<file path="src/rtl/miniRISC_pkg.sv">
// miniRISC_pkg: definitions shared by the register-file read arbiter
// and its sub-blocks.
//   - REG_ADDR_W / REG_DATA_W : register-file index and data widths.
//   - arb_state_t             : state of the debug-read sequencer.
package miniRISC_pkg;

  localparam int REG_ADDR_W = 5;
  localparam int REG_DATA_W = 32;

  // Debug read sequencer:
  //   IDLE -> PEND (request latched)
  //   PEND -> CAPT (read port granted to debug)
  //   CAPT -> RESP (RF data captured)
  //   RESP -> IDLE (response accepted)
  typedef enum logic [1:0] {
    ST_IDLE = 2'd0,
    ST_PEND = 2'd1,
    ST_CAPT = 2'd2,
    ST_RESP = 2'd3
  } arb_state_t;

endpackage

</file>
<file path="src/rtl/rf_read_arbiter_if.sv">
// rf_read_arbiter_if: bundles every signal around the shared RF read port.
//   Core side  : core_rd_en, core_rd_addr -> core_rd_data, core_stall
//   Debug side : dbg_req_valid/ready/addr, dbg_rsp_valid/ready/data
//   RF side    : rf_rd_addr -> rf_rd_data (RF registers the address)
// Modports:
//   slave  - the arbiter
//   master - the surrounding core, debug requester and register file
interface rf_read_arbiter_if #(
  parameter int DATA_W = miniRISC_pkg::REG_DATA_W,
  parameter int ADDR_W = miniRISC_pkg::REG_ADDR_W
);
  logic              core_rd_en;
  logic [ADDR_W-1:0] core_rd_addr;
  logic [DATA_W-1:0] core_rd_data;
  logic              core_stall;

  logic              dbg_req_valid;
  logic              dbg_req_ready;
  logic [ADDR_W-1:0] dbg_req_addr;
  logic              dbg_rsp_valid;
  logic              dbg_rsp_ready;
  logic [DATA_W-1:0] dbg_rsp_data;

  logic [ADDR_W-1:0] rf_rd_addr;
  logic [DATA_W-1:0] rf_rd_data;

  modport slave (
    input  core_rd_en, core_rd_addr, dbg_req_valid, dbg_req_addr,
           dbg_rsp_ready, rf_rd_data,
    output core_rd_data, core_stall, dbg_req_ready, dbg_rsp_valid,
           dbg_rsp_data, rf_rd_addr
  );

  modport master (
    output core_rd_en, core_rd_addr, dbg_req_valid, dbg_req_addr,
           dbg_rsp_ready, rf_rd_data,
    input  core_rd_data, core_stall, dbg_req_ready, dbg_rsp_valid,
           dbg_rsp_data, rf_rd_addr
  );

endinterface

</file>
<file path="src/rtl/rf_arb_wait_counter.sv">
// rf_arb_wait_counter: counts how long a debug request has been waiting.
//   clk, rst : clock, asynchronous active-high reset
//   clr      : restart at 0 (takes priority over inc)
//   inc      : count up by one, holding at MAX
//   at_max   : count has reached MAX
module rf_arb_wait_counter #(
  parameter int MAX = 8
) (
  input  logic clk,
  input  logic rst,
  input  logic clr,
  input  logic inc,
  output logic at_max
);

  localparam int W = $clog2(MAX + 1);

  logic [W-1:0] cnt_reg;

  always_ff @(posedge clk or posedge rst) begin
    if (rst) begin
      cnt_reg <= '0;
    end else if (clr) begin
      cnt_reg <= '0;
    end else if (inc && (cnt_reg != W'(MAX))) begin
      cnt_reg <= cnt_reg + 1'b1;
    end
  end

  assign at_max = (cnt_reg == W'(MAX));

endmodule

</file>
<file path="src/rtl/rf_read_arbiter.sv">
// rf_read_arbiter: shares the single synchronous RF read port between the
// core datapath (priority) and a debug requester.
//   clk, rst : clock, asynchronous active-high reset
//   bus      : rf_read_arbiter_if.slave (core, debug and RF signals)
//   dbg_grant_cnt, forced_grant_cnt : only when RF_ARB_STATS_EN is
//              defined; 16-bit wrapping counts of debug grants and of
//              grants forced by the wait limit.
// A pending debug read takes the port in the first cycle the core does
// not read, or after MAX_WAIT waiting cycles, stalling the core once.
// rf_rd_addr, core_stall and core_rd_data are combinational; the dbg_*
// outputs are registered.
module rf_read_arbiter
  import miniRISC_pkg::*;
#(
  parameter int DATA_W   = REG_DATA_W,
  parameter int ADDR_W   = REG_ADDR_W,
  parameter int MAX_WAIT = 8
) (
  input logic clk,
  input logic rst,
  rf_read_arbiter_if.slave bus
`ifdef RF_ARB_STATS_EN
  ,
  output logic [15:0] dbg_grant_cnt,
  output logic [15:0] forced_grant_cnt
`endif
);

  arb_state_t        state_reg;
  logic [ADDR_W-1:0] addr_reg;
  logic              req_ready_reg;
  logic              rsp_valid_reg;
  logic [DATA_W-1:0] rsp_data_reg;

  logic at_max;
  logic grant;
  logic cnt_clr;
  logic cnt_inc;

  // Debug owns the port only in the PEND cycle where the core is idle
  // or the wait limit has been reached.
  assign grant   = (state_reg == ST_PEND) && (!bus.core_rd_en || at_max);
  assign cnt_clr = (state_reg == ST_IDLE) && bus.dbg_req_valid;
  assign cnt_inc = (state_reg == ST_PEND) && !grant;

  rf_arb_wait_counter #(
    .MAX (MAX_WAIT)
  ) u_wait_counter (
    .clk    (clk),
    .rst    (rst),
    .clr    (cnt_clr),
    .inc    (cnt_inc),
    .at_max (at_max)
  );

  assign bus.rf_rd_addr    = grant ? addr_reg : bus.core_rd_addr;
  assign bus.core_stall    = grant & bus.core_rd_en;
  assign bus.core_rd_data  = bus.rf_rd_data;
  assign bus.dbg_req_ready = req_ready_reg;
  assign bus.dbg_rsp_valid = rsp_valid_reg;
  assign bus.dbg_rsp_data  = rsp_data_reg;

  always_ff @(posedge clk or posedge rst) begin
    if (rst) begin
      state_reg     <= ST_IDLE;
      addr_reg      <= '0;
      req_ready_reg <= 1'b1;
      rsp_valid_reg <= 1'b0;
      rsp_data_reg  <= '0;
    end else begin
      case (state_reg)
        ST_IDLE: begin
          if (bus.dbg_req_valid) begin
            addr_reg      <= bus.dbg_req_addr;
            req_ready_reg <= 1'b0;
            state_reg     <= ST_PEND;
          end
        end
        ST_PEND: begin
          if (grant) begin
            state_reg <= ST_CAPT;
          end
        end
        ST_CAPT: begin
          // The RF registered the debug address at the grant edge, so its
          // output now holds the requested register.
          rsp_data_reg  <= bus.rf_rd_data;
          rsp_valid_reg <= 1'b1;
          state_reg     <= ST_RESP;
        end
        ST_RESP: begin
          if (bus.dbg_rsp_ready) begin
            rsp_valid_reg <= 1'b0;
            req_ready_reg <= 1'b1;
            state_reg     <= ST_IDLE;
          end
        end
        default: begin
          state_reg <= ST_IDLE;
        end
      endcase
    end
  end

`ifdef RF_ARB_STATS_EN
  logic [15:0] grant_cnt_reg;
  logic [15:0] forced_cnt_reg;

  always_ff @(posedge clk or posedge rst) begin
    if (rst) begin
      grant_cnt_reg  <= '0;
      forced_cnt_reg <= '0;
    end else if (grant) begin
      grant_cnt_reg <= grant_cnt_reg + 16'd1;
      if (at_max) begin
        forced_cnt_reg <= forced_cnt_reg + 16'd1;
      end
    end
  end

  assign dbg_grant_cnt    = grant_cnt_reg;
  assign forced_grant_cnt = forced_cnt_reg;
`endif

endmodule
</file>
<file path="src/flat_wrapper.sv">
// flat-port wrapper written by rule: the top's interface ports become plain ports
module rf_read_arbiter_flat import miniRISC_pkg::*;
#(
  parameter int DATA_W   = REG_DATA_W,
  parameter int ADDR_W   = REG_ADDR_W,
  parameter int MAX_WAIT = 8
)
  (clk, rst, bus_core_rd_en, bus_core_rd_addr, bus_dbg_req_valid, bus_dbg_req_addr, bus_dbg_rsp_ready, bus_rf_rd_data, bus_core_rd_data, bus_core_stall, bus_dbg_req_ready, bus_dbg_rsp_valid, bus_dbg_rsp_data, bus_rf_rd_addr);
  rf_read_arbiter_if #(.DATA_W(DATA_W), .ADDR_W(ADDR_W)) bus_i ();
  input logic clk;
  input logic rst;
  input wire logic [$bits(bus_i.core_rd_en)-1:0] bus_core_rd_en;
  input wire logic [$bits(bus_i.core_rd_addr)-1:0] bus_core_rd_addr;
  input wire logic [$bits(bus_i.dbg_req_valid)-1:0] bus_dbg_req_valid;
  input wire logic [$bits(bus_i.dbg_req_addr)-1:0] bus_dbg_req_addr;
  input wire logic [$bits(bus_i.dbg_rsp_ready)-1:0] bus_dbg_rsp_ready;
  input wire logic [$bits(bus_i.rf_rd_data)-1:0] bus_rf_rd_data;
  output wire logic [$bits(bus_i.core_rd_data)-1:0] bus_core_rd_data;
  output wire logic [$bits(bus_i.core_stall)-1:0] bus_core_stall;
  output wire logic [$bits(bus_i.dbg_req_ready)-1:0] bus_dbg_req_ready;
  output wire logic [$bits(bus_i.dbg_rsp_valid)-1:0] bus_dbg_rsp_valid;
  output wire logic [$bits(bus_i.dbg_rsp_data)-1:0] bus_dbg_rsp_data;
  output wire logic [$bits(bus_i.rf_rd_addr)-1:0] bus_rf_rd_addr;
  assign bus_i.core_rd_en = bus_core_rd_en;
  assign bus_i.core_rd_addr = bus_core_rd_addr;
  assign bus_i.dbg_req_valid = bus_dbg_req_valid;
  assign bus_i.dbg_req_addr = bus_dbg_req_addr;
  assign bus_i.dbg_rsp_ready = bus_dbg_rsp_ready;
  assign bus_i.rf_rd_data = bus_rf_rd_data;
  assign bus_core_rd_data = bus_i.core_rd_data;
  assign bus_core_stall = bus_i.core_stall;
  assign bus_dbg_req_ready = bus_i.dbg_req_ready;
  assign bus_dbg_rsp_valid = bus_i.dbg_rsp_valid;
  assign bus_dbg_rsp_data = bus_i.dbg_rsp_data;
  assign bus_rf_rd_addr = bus_i.rf_rd_addr;
  rf_read_arbiter #(.DATA_W(DATA_W), .ADDR_W(ADDR_W), .MAX_WAIT(MAX_WAIT)) u_core (.clk(clk), .rst(rst), .bus(bus_i));
endmodule
</file>
<file path="config.mk">
export PLATFORM = sky130hd
export DESIGN_NAME = rf_read_arbiter_flat
export DESIGN_NICKNAME = d
export VERILOG_FILES = /design/src/rtl/miniRISC_pkg.sv /design/src/rtl/rf_read_arbiter_if.sv /design/src/rtl/rf_arb_wait_counter.sv /design/src/rtl/rf_read_arbiter.sv /design/src/flat_wrapper.sv
export SDC_FILE = /design/constraint.sdc
export NUM_CORES = 1
export LEC_CHECK = 0
export CORE_MARGIN = 8
export CORE_UTILIZATION = 35
export CTS_CLUSTER_SIZE = 8
export DETAILED_ROUTE_END_ITERATION = 8
export PLACE_DENSITY = 0.76
export SYNTH_ARGS = -nofsm -noshare
export SYNTH_HDL_FRONTEND = slang
export SYNTH_SLANG_ARGS = --single-unit
</file>
<file path="constraint.sdc">
create_clock -name clk -period 1.4 [get_ports clk]
set_input_delay 0.14 -clock clk [delete_from_list [all_inputs] [get_ports clk]]
set_output_delay 0.14 -clock clk [all_outputs]
set_load 0.02 [all_outputs]
</file>
==> PnR_summary.wiki, run 1 <==
{| class="wikitable"
! Metric !! Value
|-
| Result of the run || complete, but fails checks
|-
| Failing checks || setup timing
|-
| X dimension of the die || 95.4 um
|-
| Part of the Yosys area used for sequential elements || 51.0%
|-
| Yosys Warn Count || 0
|-
| Synth unique cells || 27
|-
| Mean instance size in the synthesized netlist || 13.1 sq um
|-
| Sequential fraction of design power || 26.9%
|-
| Antenna diode instance count || 0
|-
| RSZ-0062 raised after global routing || true
|-
| NumNets Final || 344
|-
| Initial antenna violation count || 0
|-
| Final-report setup violation count || 47
|-
| Final weighted congestion in routability-driven placement || 0.826
|-
| Finished Cell Area || 4030 sq um
|-
| Number of global-route vias before repair || 1910
|-
| Cell-internal power || 5.58 mW
|-
| Die span in y || 95.4 um
|-
| Part of the total power dissipated in the clock network || 11.7%
|-
| Flip-flop and latch count after synthesis || 45
|-
| Core Footprint || 6240 sq um
|-
| Most used cells in the layout excluding fill and tap cells || sky130_fd_sc_hd__clkdlybuf4s50_1, sky130_fd_sc_hd__dfrtp_1, sky130_fd_sc_hd__mux2_4
|-
| Initial core utilization || 35.4%
|-
| Category of the critical setup timing path || flip-flop to primary output
|-
| Critical path fanouts, max || 5
|-
| Final-report hold violation count || 0
|-
| Core Util, Final || 64.6%
|-
| Number of pins with negative max-slew slack in the final report || 0
|-
| Post-DR vias/cell || 4.68
|-
| Critical path endpoint category || primary output
|-
| Worst-path clk slew || 90 ps
|-
| Peak supply drop || 1.02 mV
|-
| Type of the tightest min-delay check || input port to async pin
|-
| Minimum setup slack in the final design || -523 ps
|-
| Net Sw Frac || 34.9%
|-
| Worst reg2reg path depth || 8
|-
| EDFF count, synth || 0
|-
| Max Cap Viol || 0
|-
| Number of buffers added by the clock tree synthesis step || 5
|-
| DRC violation total after the first TritonRoute iteration || 13
|-
| Upper clock frequency limit || 520 MHz
|-
| Routed wire per std cell || 17.5 um
|-
| Destination of the critical timing path || bus_rf_rd_addr[3]
|-
| Critical R2R Capture || u_core.state_reg[1]
|-
| Library cell used as clock root buffer || sky130_fd_sc_hd__clkbuf_8
|-
| Net Sw Power || 2.98 mW
|-
| Minimum period implied by the final worst setup slack || 1920 ps
|-
| Placed Instances || 344
|-
| Largest stage delay on the critical path || 370 ps
|-
| Filler-free cell count of the finished design || 368
|-
| Max Buffers Root-to-Sink || 2
|-
| Source-to-sink clock delay at the later pin of the worst-skew pair || 290 ps
|-
| Worst path required time || 1260 ps
|-
| Final wirelength || 6.42 mm
|-
| Max reg flops || 32
|-
| RR Startpoint || u_core.u_wait_counter.cnt_reg[1]
|-
| Top-Level Pins || 119
|-
| Combined area of all synthesized cells || 2210 sq um
|-
| Fraction of registers with async set/reset || 100%
|-
| Max-slew headroom || 77.1%
|-
| Total routing resource utilization after global routing || 13.3%
|-
| Total Power Consumption || 8.56 mW
|-
| PortBufs || 118
|-
| Count of vias placed by the detailed router || 1723
|-
| Largest net degree at the start of global routing || 21
|-
| Number of levels in the clock H-tree || 2
|-
| Remaining DRCs || 0
|-
| Power density relative to cell area || 2120 nW/um^2
|-
| Setup slack of the most critical reg-to-reg path || -390 ps
|-
| Clock tree from TritonCTS || built
|-
| Setup Slack @ Placement || -630 ps
|-
| Startpoint Class || flip-flop
|-
| Placed Instance Area || 3400 sq um
|-
| Commonest non-fill, non-tap cell in the layout || sky130_fd_sc_hd__clkdlybuf4s50_1
|-
| Number of iterations in the first detailed-routing pass || 3
|-
| Slowest cell on crit path || sky130_fd_sc_hd__dfrtp_1
|-
| Most common flop cell mapped by yosys || sky130_fd_sc_hd__dfrtp_1
|-
| Worst-path cell chain || inv_1 > ha_2 > and3b_2 > o21a_4 > mux2_4 > buf_6
|-
| Slew at the pin with the worst max-slew slack || 341 ps
|-
| Post-Syn Instances || 168
|-
| Number of rows created at floorplan || 29
|-
| Share of the clock period used by the worst path || 137%
|-
| Die footprint || 9110 sq um
|-
| Final antenna-violating net count || 0
|-
| Static leakage || 2.07 nW
|-
| Final HPWL DP || 4.42 mm
|-
| Proportion of layout cells with a drive suffix above 1 || 38.1%
|-
| Startpoint of the worst setup timing path || u_core.u_wait_counter.cnt_reg[1]
|-
| Area growth from synthesis to layout || 82.5%
|-
| Wire length of the first global-routing pass || 9.47 mm
|-
| Hold bufs inserted after CTS || 0
|-
| Total congestion overflow || 0
|-
| # clock sinks || 45
|-
| Arrival time at the worst endpoint || 1780 ps
|-
| Comb pwr share || 61.4%
|-
| Syn Nets || 222
|-
| Setup clock skew after layout || 9.97 ps
|}
## power groups by stage
stage,Clock (mW),Combinational [mW],Sequential [mW]
after CTS,1.04,4.88,2.29
final,1.00,5.25,2.31
after detailed placement,0,4.15,2.30
after floorplan,0,1.67,2.92
after global routing,1.10,5.57,2.39
after global placement,0,4.07,2.27
## cells by family after synthesis
family / share of synthesized area, %
multiplexers: 24.1
buffers and inverters: 13.6
flip-flops: 51.0
AO/OA/AOI/OAI: 4.36
AND/OR/NAND/NOR: 2.89
adder cells (fa/ha/maj): 3.97
## Yosys cell counts (2+ instances only)
cell type | n | area [sq um]
sky130_fd_sc_hd__o21ai_0 | 2 | 10.0
sky130_fd_sc_hd__nor2_1 | 2 | 7.51
sky130_fd_sc_hd__buf_4 | 32 | 240
sky130_fd_sc_hd__mux2_4 | 5 | 75.1
sky130_fd_sc_hd__inv_1 | 8 | 30.0
sky130_fd_sc_hd__a21oi_1 | 4 | 20.0
sky130_fd_sc_hd__nand2_1 | 3 | 11.3
sky130_fd_sc_hd__dfrtp_1 | 44 | 1100
sky130_fd_sc_hd__mux2_2 | 38 | 428
sky130_fd_sc_hd__buf_2 | 3 | 15.0
sky130_fd_sc_hd__nand3_1 | 2 | 10.0
sky130_fd_sc_hd__or3_1 | 2 | 12.5
sky130_fd_sc_hd__mux2i_1 | 3 | 30.0
sky130_fd_sc_hd__ha_1 | 7 | 87.6
## per-stage QoR
step | setup TNS (ps) | hold slack (ps)
final | -9560 | 96.5
after global routing | -11560 | 112
after CTS | -5080 | 96.6
after detailed placement | -9160 | 409
after global placement | -7450 | 412
after floorplan | -958 | 231
## area by class of cell
type,count,area [sq um]
clock buffer,7,86.3
clock inverter,1,30.0
fill,492,2210
inverter,8,35.0
multi-input combinational,78,1010
sequential,45,1130
tap,77,96.3
timing repair buffer,152,1650
## what timing repair did
item                       4_1_cts  5_1_grt
setup buffers                    5       12
pin swaps                        5        3
setup endpoints to repair       68       77
cloned                           2        2
resized for setup              104       56
## metal layers
layer,vias up,wire length (um),track usage (%)
met4,0,61,3.97
li1,792,-,-
met3,7,707,4.88
met5,-,0,0
met2,76,3190,23.2
met1,848,2460,14.7
## worst min-delay path by stage
stage / startpoint / endpoint / slack (ps) / cells past startpoint
after floorplan: bus_dbg_req_valid / u_core.u_wait_counter.cnt_reg[2] / 230 / 1
after global placement: rst / u_core.bus.dbg_rsp_data[30] / 410 / 2
after detailed placement: rst / u_core.bus.dbg_rsp_data[30] / 410 / 2
after CTS: rst / u_core.bus.dbg_rsp_data[30] / 100 / 2
after global routing: rst / u_core.bus.dbg_rsp_data[0] / 110 / 2
final: rst / u_core.bus.dbg_rsp_data[28] / 100 / 2
## worst max-delay path, delay by kind of cell (launching register included)
kind	cells	cell delay (ps)
DFF	1	370
muxes	1	310
adders and majority gates	1	170
and+or+nand+nor	1	220
AOI/OAI and AO/OA	1	240
buffers and inverters	2	180
Note: power is estimated with default switching activity, not from simulation.
==> run 2: changes to the inputs <==
--- a/config.mk
+++ b/config.mk
@@ -9,3 +9,3 @@
 export CORE_UTILIZATION = 35
-export CTS_CLUSTER_SIZE = 8
+export CTS_CLUSTER_SIZE = 10
 export DETAILED_ROUTE_END_ITERATION = 8
==> constraint.sdc (replaced) <==
create_clock -name clk -period 1.4 [get_ports clk]
set_input_delay 0.28 -clock clk [delete_from_list [all_inputs] [get_ports clk]]
set_output_delay 0.28 -clock clk [all_outputs]
set_load 0.02 [all_outputs]
==> run 2 against run 1 <==
  * The run still ends with setup timing left
  * Setup slack lost 97 ps
  * Sequential power hardly changed
  * Via count shrank 1.9%
  * Total power decreased by 2.1%
  * Wire length shrank 2.8%
  * Clock skew shrank 8.1 ps
  * Maximum frequency fell by 4.8%
  * Cell area down 3.5%
  * First-iteration DRC count is 46% higher
  * Flip-flop and latch count is the same
  * Critical path type unchanged
  * Critical endpoint unchanged
  * Highest routed layer unchanged
==> PnR_summary.wiki, run 2 (synthesized netlist as in run 1, its figures left out) <==
{| class="wikitable"
! Metric !! Value
|-
| X dimension of the die || 95.4 um (unchanged)
|-
| Routed wire per std cell || 16.9 um (-3.3%)
|-
| Number of pins with negative max-slew slack in the final report || 0 (unchanged)
|-
| Arrival time at the worst endpoint || 1740 ps (-40 ps)
|-
| Largest net degree at the start of global routing || 22 (+4.8%)
|-
| Fill count || 508 (+3.3%)
|-
| Clock tree from TritonCTS || built
|-
| Share of the clock period used by the worst path || 144% (+6.9 points)
|-
| Final weighted congestion in routability-driven placement || 0.871 (+5.3%)
|-
| Max Cap Viol || 0 (unchanged)
|-
| Setup clock skew after layout || 1.85 ps (-8.13 ps)
|-
| Number of global-route vias before repair || 1883 (-1.4%)
|-
| Setup_tns || -5370 ps (+4190 ps)
|-
| Final HPWL DP || 4.44 mm (+0.38%)
|-
| Largest stage delay on the critical path || 350 ps (-20 ps)
|-
| Category of the critical setup timing path || flip-flop to primary output
|-
| Final antenna-violating net count || 0 (unchanged)
|-
| Minimum setup slack in the final design || -620 ps (-96.6 ps)
|-
| Peak supply drop || 1.06 mV (+4.5%)
|-
| Total Power Consumption || 8.38 mW (-2.1%)
|-
| Top-Level Pins || 119 (unchanged)
|-
| Max reg flops || 32 (unchanged)
|-
| Placed Instance Area || 3470 sq um (+2.0%)
|-
| Startpoint Class || flip-flop
|-
| Final-report hold violation count || 0 (unchanged)
|-
| Source-to-sink clock delay at the later pin of the worst-skew pair || 280 ps (about the same)
|-
| Max Buffers Root-to-Sink || 2 (unchanged)
|-
| Hold slack || 263 ps (+166 ps)
|-
| Type of the tightest min-delay check || input port to async pin
|-
| Finished Cell Area || 3890 sq um (-3.5%)
|-
| Die footprint || 9110 sq um (unchanged)
|-
| Final-report setup violation count || 41 (-13%)
|-
| Initial antenna violation count || 0 (unchanged)
|-
| Critical path fanouts, max || 5 (unchanged)
|-
| Commonest non-fill, non-tap cell in the layout || sky130_fd_sc_hd__clkdlybuf4s50_1
|-
| Number of rows created at floorplan || 29 (unchanged)
|-
| Worst-path cell chain || inv_1 > ha_2 > and3b_2 > o21a_4 > mux2_4 > buf_6
|-
| Max-slew headroom || 81.1% (+4.1 points)
|-
| Failing checks || setup timing
|-
| Static leakage || 1.86 nW (-10%)
|-
| Post-DR vias/cell || 4.57 (-2.4%)
|-
| Library cell used as clock root buffer || sky130_fd_sc_hd__clkbuf_8
|-
| PortBufs || 118 (unchanged)
|-
| Number of levels in the clock H-tree || 2 (unchanged)
|-
| NumNets Final || 346 (+0.58%)
|-
| Result of the run || complete, but fails checks
|-
| Filler-free cell count of the finished design || 370 (+0.54%)
|-
| Die span in y || 95.4 um (unchanged)
|-
| Family with the most delay on the worst path || flip-flops
|-
| Minimum period implied by the final worst setup slack || 2020 ps (+96.6 ps)
|-
| RSZ-0062 raised after global routing || true
|-
| Worst path required time || 1120 ps (-140 ps)
|-
| Setup Slack @ Placement || -759 ps (-128 ps)
|-
| Final wirelength || 6.24 mm (-2.8%)
|-
| Proportion of layout cells with a drive suffix above 1 || 39.2% (+1.1 points)
|-
| Antenna diode instance count || 0 (unchanged)
|-
| Slowest cell on crit path || sky130_fd_sc_hd__dfrtp_1
|-
| Placed Instances || 353 (+2.6%)
|-
| Count of buffering cells on the critical path with inverters included || 2 (unchanged)
|-
| Worst-path clk slew || 80 ps (about the same)
|-
| Number of iterations in the first detailed-routing pass || 4 (+1)
|-
| Area growth from synthesis to layout || 76.1%
|-
| Remaining DRCs || 0 (unchanged)
|-
| DRC violation total after the first TritonRoute iteration || 19 (+6)
|-
| Number of buffers added by the clock tree synthesis step || 5 (unchanged)
|-
| Core Util, Final || 62.3% (-2.2 points)
|-
| Wire length of the first global-routing pass || 9.63 mm (+1.6%)
|-
| # clock sinks || 45 (unchanged)
|-
| Total congestion overflow || 0 (unchanged)
|-
| Slew at the pin with the worst max-slew slack || 283 ps (-58.6 ps)
|-
| Core Footprint || 6240 sq um (unchanged)
|-
| Power density relative to cell area || 2150 nW/um^2 (+1.4%)
|-
| Initial core utilization || 35.4% (unchanged)
|-
| Count of vias placed by the detailed router || 1691 (-1.9%)
|-
| Upper clock frequency limit || 495 MHz (-4.8%)
|-
| Critical path endpoint category || primary output
|-
| Total routing resource utilization after global routing || 13.4% (+0.16 points)
|-
| Most used cells in the layout excluding fill and tap cells || sky130_fd_sc_hd__clkdlybuf4s50_1, sky130_fd_sc_hd__dfrtp_1, sky130_fd_sc_hd__dlygate4sd2_1
|}
[run 2: changes by cell type in the layout (fill, tap and decap cells not counted), sizes merged]
| cell | previous run | this run |
|---|---|---|
| clkdlybuf4s15 | 0 | 18 |
| dlymetal6s2s | 29 | 0 |
| clkbuf | 9 | 13 |
| clkdlybuf4s50 | 61 | 46 |
| buf | 38 | 41 |
| dlygate4sd2 | 22 | 43 |
[run 2: worst reg2reg max path, delay by kind of cell, from the launching register on]
kind            cells  cell delay (ps)
mux                 1              330
fa+ha+maj           1              180
buf+inv             2              210
flops               1              350
simple gates        1              210
compound gates      1              170
[run 2: worst paths after layout]
check                                                      start                           to  slack (ps)  cells past startpoint
worst max-delay path            u_core.u_wait_counter.cnt_reg[1]            bus_rf_rd_addr[3]        -620                      6
worst min-delay path                                         rst   u_core.bus.dbg_rsp_data[3]         260                      2
worst max register to register  u_core.u_wait_counter.cnt_reg[1]          u_core.state_reg[1]        -150                      6
worst min register to register       u_core.bus.dbg_rsp_data[24]  u_core.bus.dbg_rsp_data[24]         510                      1
max in group asynchronous                                    rst  u_core.bus.dbg_rsp_data[23]         740                      3
min in group clk                     u_core.bus.dbg_rsp_data[24]  u_core.bus.dbg_rsp_data[24]         510                      1
[run 2: what timing repair did]
action | 4_1_cts | 5_1_grt
gates cloned | 2 | 2
pin swaps | 6 | 2
gates resized for setup | 162 | 34
setup endpoints to repair | 114 | 72
hold buffers | 0 | 0
setup buffers | 7 | 2
[run 2: power by group]
group	internal, mW	switching (mW)	leakage [nW]
Clock	0.582	0.408	0.0585
Sequential	1.96	0.339	0.533
Combinational	2.90	2.19	1.27
[run 2: routing by layer]
metal,vias to the layer above,track usage [%],part of all wire [%]
met4,0,3.07,0.67
met3,4,4.65,11
met5,-,0,0
met1,812,14.7,38
li1,799,-,-
met2,76,24.3,50
[run 2: cell type report]
| cell class | count | area [sq um] | share of cell area (%) |
|---|---|---|---|
| repair buffers | 154 | 1530 | 39.2 |
| flip-flops and latches | 45 | 1130 | 29.0 |
| multi-input cells | 78 | 990 | 25.4 |
| well taps | 77 | 96.3 | 2.48 |
| clock buffers | 7 | 86.3 | 2.22 |
| inverters | 8 | 35.0 | 0.901 |
| clock inverters | 1 | 30.0 | 0.772 |
==> run 3: changes to the inputs <==
==> constraint.sdc (replaced) <==
create_clock -name clk -period 1.85 [get_ports clk]
set_input_delay 0.4625 -clock clk [delete_from_list [all_inputs] [get_ports clk]]
set_output_delay 0.4625 -clock clk [all_outputs]
set_load 0.02 [all_outputs]
==> run 3 against run 2 <==
  * The run still ends with setup timing left
  * First-iteration DRC count increased by 11%
  * Sequential share of layout area increased by 3.1 points
  * Cell area decreased by 9.6%
  * Setup slack improved by 270 ps
  * Non-clock buffer count decreased by 10
  * Hold slack improved by 250 ps
  * Clock skew increased by 10 ps
  * Clock-buffer cell count decreased by 1
  * Clock power decreased by 23%
  * Total power decreased by 34%
  * Register-to-register slack improved by 400 ps
  * Via count decreased by 4.9%
  * Critical endpoint unchanged
  * Largest power group unchanged
  * Highest routed layer unchanged
==> PnR_summary.wiki, run 3 (synthesized netlist as in run 1, its figures left out) <==
{| class="wikitable"
! Metric !! Value
|-
| Result of the run || complete, but fails checks
|-
| Failing checks || setup timing
|-
| Top-Level Pins || 119 (unchanged)
|-
| Antenna diode instance count || 0 (unchanged)
|-
| Placed Instance Area || 3420 sq um (-1.5%)
|-
| Type of the tightest min-delay check || flip-flop to flip-flop
|-
| Destination of the critical timing path || bus_rf_rd_addr[3]
|-
| Die footprint || 9110 sq um (unchanged)
|-
| Placed Instances || 351 (-0.57%)
|-
| Core Footprint || 6240 sq um (unchanged)
|-
| Slew at the pin with the worst max-slew slack || 340 ps (+57.9 ps)
|-
| Worst reg2reg path depth || 6 (unchanged)
|-
| Worst path required time || 1390 ps (+270 ps)
|-
| Final antenna-violating net count || 0 (unchanged)
|-
| Final HPWL DP || 4.46 mm (+0.53%)
|-
| Number of buffers added by the clock tree synthesis step || 5 (unchanged)
|-
| Routed wire per std cell || 15.0 um (-11%)
|-
| Net Sw Power || 1.92 mW (-35%)
|-
| Core Util, Final || 56.3% (-6.0 points)
|-
| Area growth from synthesis to layout || 59.2%
|-
| Power density relative to cell area || 1560 nW/um^2 (-27%)
|-
| Finished Cell Area || 3520 sq um (-9.6%)
|-
| X dimension of the die || 95.4 um (unchanged)
|-
| Setup slack of the most critical reg-to-reg path || 250 ps (+400 ps)
|-
| Proportion of layout cells with a drive suffix above 1 || 31.8% (-7.4 points)
|-
| Commonest non-fill, non-tap cell in the layout || sky130_fd_sc_hd__clkdlybuf4s50_1
|-
| Final-report hold violation count || 0 (unchanged)
|-
| PortBufs || 118 (unchanged)
|-
| Number of iterations in the first detailed-routing pass || 2 (-2)
|-
| Number of pins with negative max-slew slack in the final report || 0 (unchanged)
|-
| Critical R2R Capture || u_core.state_reg[1]
|-
| Source-to-sink clock delay at the later pin of the worst-skew pair || 290 ps (about the same)
|-
| Critical path endpoint category || primary output
|-
| Arrival time at the worst endpoint || 1730 ps (about the same)
|-
| Initial core utilization || 35.4% (unchanged)
|-
| Comb pwr share || 54.7% (-6.0 points)
|-
| Max Buffers Root-to-Sink || 2 (unchanged)
|-
| Total congestion overflow || 0 (unchanged)
|-
| Number of rows created at floorplan || 29 (unchanged)
|-
| Largest net degree at the start of global routing || 26 (+18%)
|-
| Critical path fanouts, max || 5 (unchanged)
|-
| Minimum period implied by the final worst setup slack || 2200 ps
|-
| Final wirelength || 5.39 mm (-14%)
|-
| Die span in y || 95.4 um (unchanged)
|-
| Peak supply drop || 0.774 mV (-27%)
|-
| RR Startpoint || u_core.u_wait_counter.cnt_reg[0]
|-
| Post-DR vias/cell || 4.47 (-2.3%)
|-
| Max-slew headroom || 77.2% (-3.9 points)
|-
| DRC violation total after the first TritonRoute iteration || 21 (+2)
|-
| Filler-free cell count of the finished design || 360 (-2.7%)
|-
| Final weighted congestion in routability-driven placement || 0.759 (-13%)
|-
| Hold bufs inserted after CTS || 0 (unchanged)
|-
| Worst-path clk slew || 80 ps (about the same)
|-
| Setup clock skew after layout || 11.8 ps (+9.96 ps)
|-
| Remaining DRCs || 0 (unchanged)
|-
| Library cell used as clock root buffer || sky130_fd_sc_hd__clkbuf_8
|-
| Part of the total power dissipated in the clock network || 13.9% (+2.1 points)
|-
| Net Sw Frac || 34.9% (-0.14 points)
|-
| Fill count || 556 (+9.4%)
|-
| Startpoint of the worst setup timing path || u_core.u_wait_counter.cnt_reg[0]
|-
| RSZ-0062 raised after global routing || true
|-
| Cell-internal power || 3.58 mW (-34%)
|-
| Max Cap Viol || 0 (unchanged)
|-
| Max reg flops || 32 (unchanged)
|-
| Clock tree from TritonCTS || built
|-
| # clock sinks || 45 (unchanged)
|-
| Upper clock frequency limit || 456 MHz
|-
| Number of levels in the clock H-tree || 2 (unchanged)
|-
| Sequential fraction of design power || 31.4% (+4.0 points)
|-
| Category of the critical setup timing path || flip-flop to primary output
|-
| Final-report setup violation count || 6 (-85%)
|-
| Initial antenna violation count || 0 (unchanged)
|-
| Share of the clock period used by the worst path || 119%
|-
| Most used cells in the layout excluding fill and tap cells || sky130_fd_sc_hd__clkdlybuf4s50_1, sky130_fd_sc_hd__dfrtp_1, sky130_fd_sc_hd__mux2_2
|-
| Setup_tns || -1860 ps (+3500 ps)
|-
| Static leakage || 1.58 nW (-15%)
|-
| Number of global-route vias before repair || 1735 (-7.9%)
|-
| Count of vias placed by the detailed router || 1608 (-4.9%)
|-
| Setup Slack @ Placement || -684 ps (+74.9 ps)
|-
| Startpoint Class || flip-flop
|-
| Wire length of the first global-routing pass || 8.42 mm (-12%)
|-
| Total routing resource utilization after global routing || 11.9% (-1.5 points)
|-
| Minimum setup slack in the final design || -345 ps (+275 ps)
|-
| NumNets Final || 336 (-2.9%)
|}
run 3: changes by cell type in the layout (fill, tap and decap cells not counted), moves of 4 or more:
| cell | delta |
|---|---|
| sky130_fd_sc_hd__buf_12 | -5 |
| sky130_fd_sc_hd__buf_6 | -4 |
| sky130_fd_sc_hd__clkbuf_2 | -4 |
| sky130_fd_sc_hd__clkdlybuf4s15_1 | -18 |
| sky130_fd_sc_hd__clkdlybuf4s50_1 | +32 |
| sky130_fd_sc_hd__dlygate4sd2_1 | -9 |
| sky130_fd_sc_hd__mux2_2 | +36 |
| sky130_fd_sc_hd__mux2_4 | -36 |
run 3: per-stage QoR:
stage          hold WS [ps]  total power, mW
6_report                509             5.50
5_1_grt                 520             5.85
4_1_cts                 514             5.60
3_3_place_gp            489             4.76
3_5_place_dp            494             4.84
2_1_floorplan           480             3.42
run 3: repair_timing:
| action | CTS | global route |
|---|---|---|
| pin swaps | 2 | 0 |
| gates cloned | 0 | 0 |
| endpoints found under the hold margin | 0 | 0 |
| endpoints found under the setup margin | 40 | 6 |
| resized for setup | 71 | 1 |
| buffers inserted | 1 | 2 |
run 3: critical path: stages, from the launching register on:
cell	delay (ps)
sky130_fd_sc_hd__dfrtp_1	350
sky130_fd_sc_hd__inv_1	50
sky130_fd_sc_hd__ha_2	170
sky130_fd_sc_hd__and3b_2	210
sky130_fd_sc_hd__o21a_4	240
sky130_fd_sc_hd__mux2_4	310
sky130_fd_sc_hd__buf_6	130
run 3: worst min path at each step:
stage,startpoint,end,depth (start not counted)
floorplan,u_core.addr_reg[0],u_core.addr_reg[0],1
global placement,u_core.bus.dbg_rsp_data[6],u_core.bus.dbg_rsp_data[6],1
detailed placement,u_core.bus.dbg_rsp_data[8],u_core.bus.dbg_rsp_data[8],1
CTS,u_core.bus.dbg_rsp_data[8],u_core.bus.dbg_rsp_data[8],1
global route,u_core.bus.dbg_rsp_data[8],u_core.bus.dbg_rsp_data[8],1
finish,u_core.bus.dbg_rsp_data[10],u_core.bus.dbg_rsp_data[10],1
run 3: power groups by stage:
stage	combinational (mW)	sequential, mW	clock [mW]
floorplan	1.20	2.21	0
global placement	3.04	1.72	0
detailed placement	3.08	1.75	0
CTS	3.06	1.74	0.798
global route	3.24	1.79	0.826
finish	3.01	1.73	0.764
run 3: final cells by class:
type,count,area [sq um],area share [%]
flip-flops and latches,45,1130,32.1
repair buffers,144,1350,38.5
well taps,77,96.3,2.74
multi-input cells,78,788,22.4
clock buffers,6,82.6,2.35
inverters,8,30.0,0.854
clock inverters,2,37.5,1.07
run 3: metal layers:
metal	track usage, %	share of wire [%]
met1	12.6	36
met2	20.0	51
met3	6.06	12
met4	4.23	1.0
met5	0	0
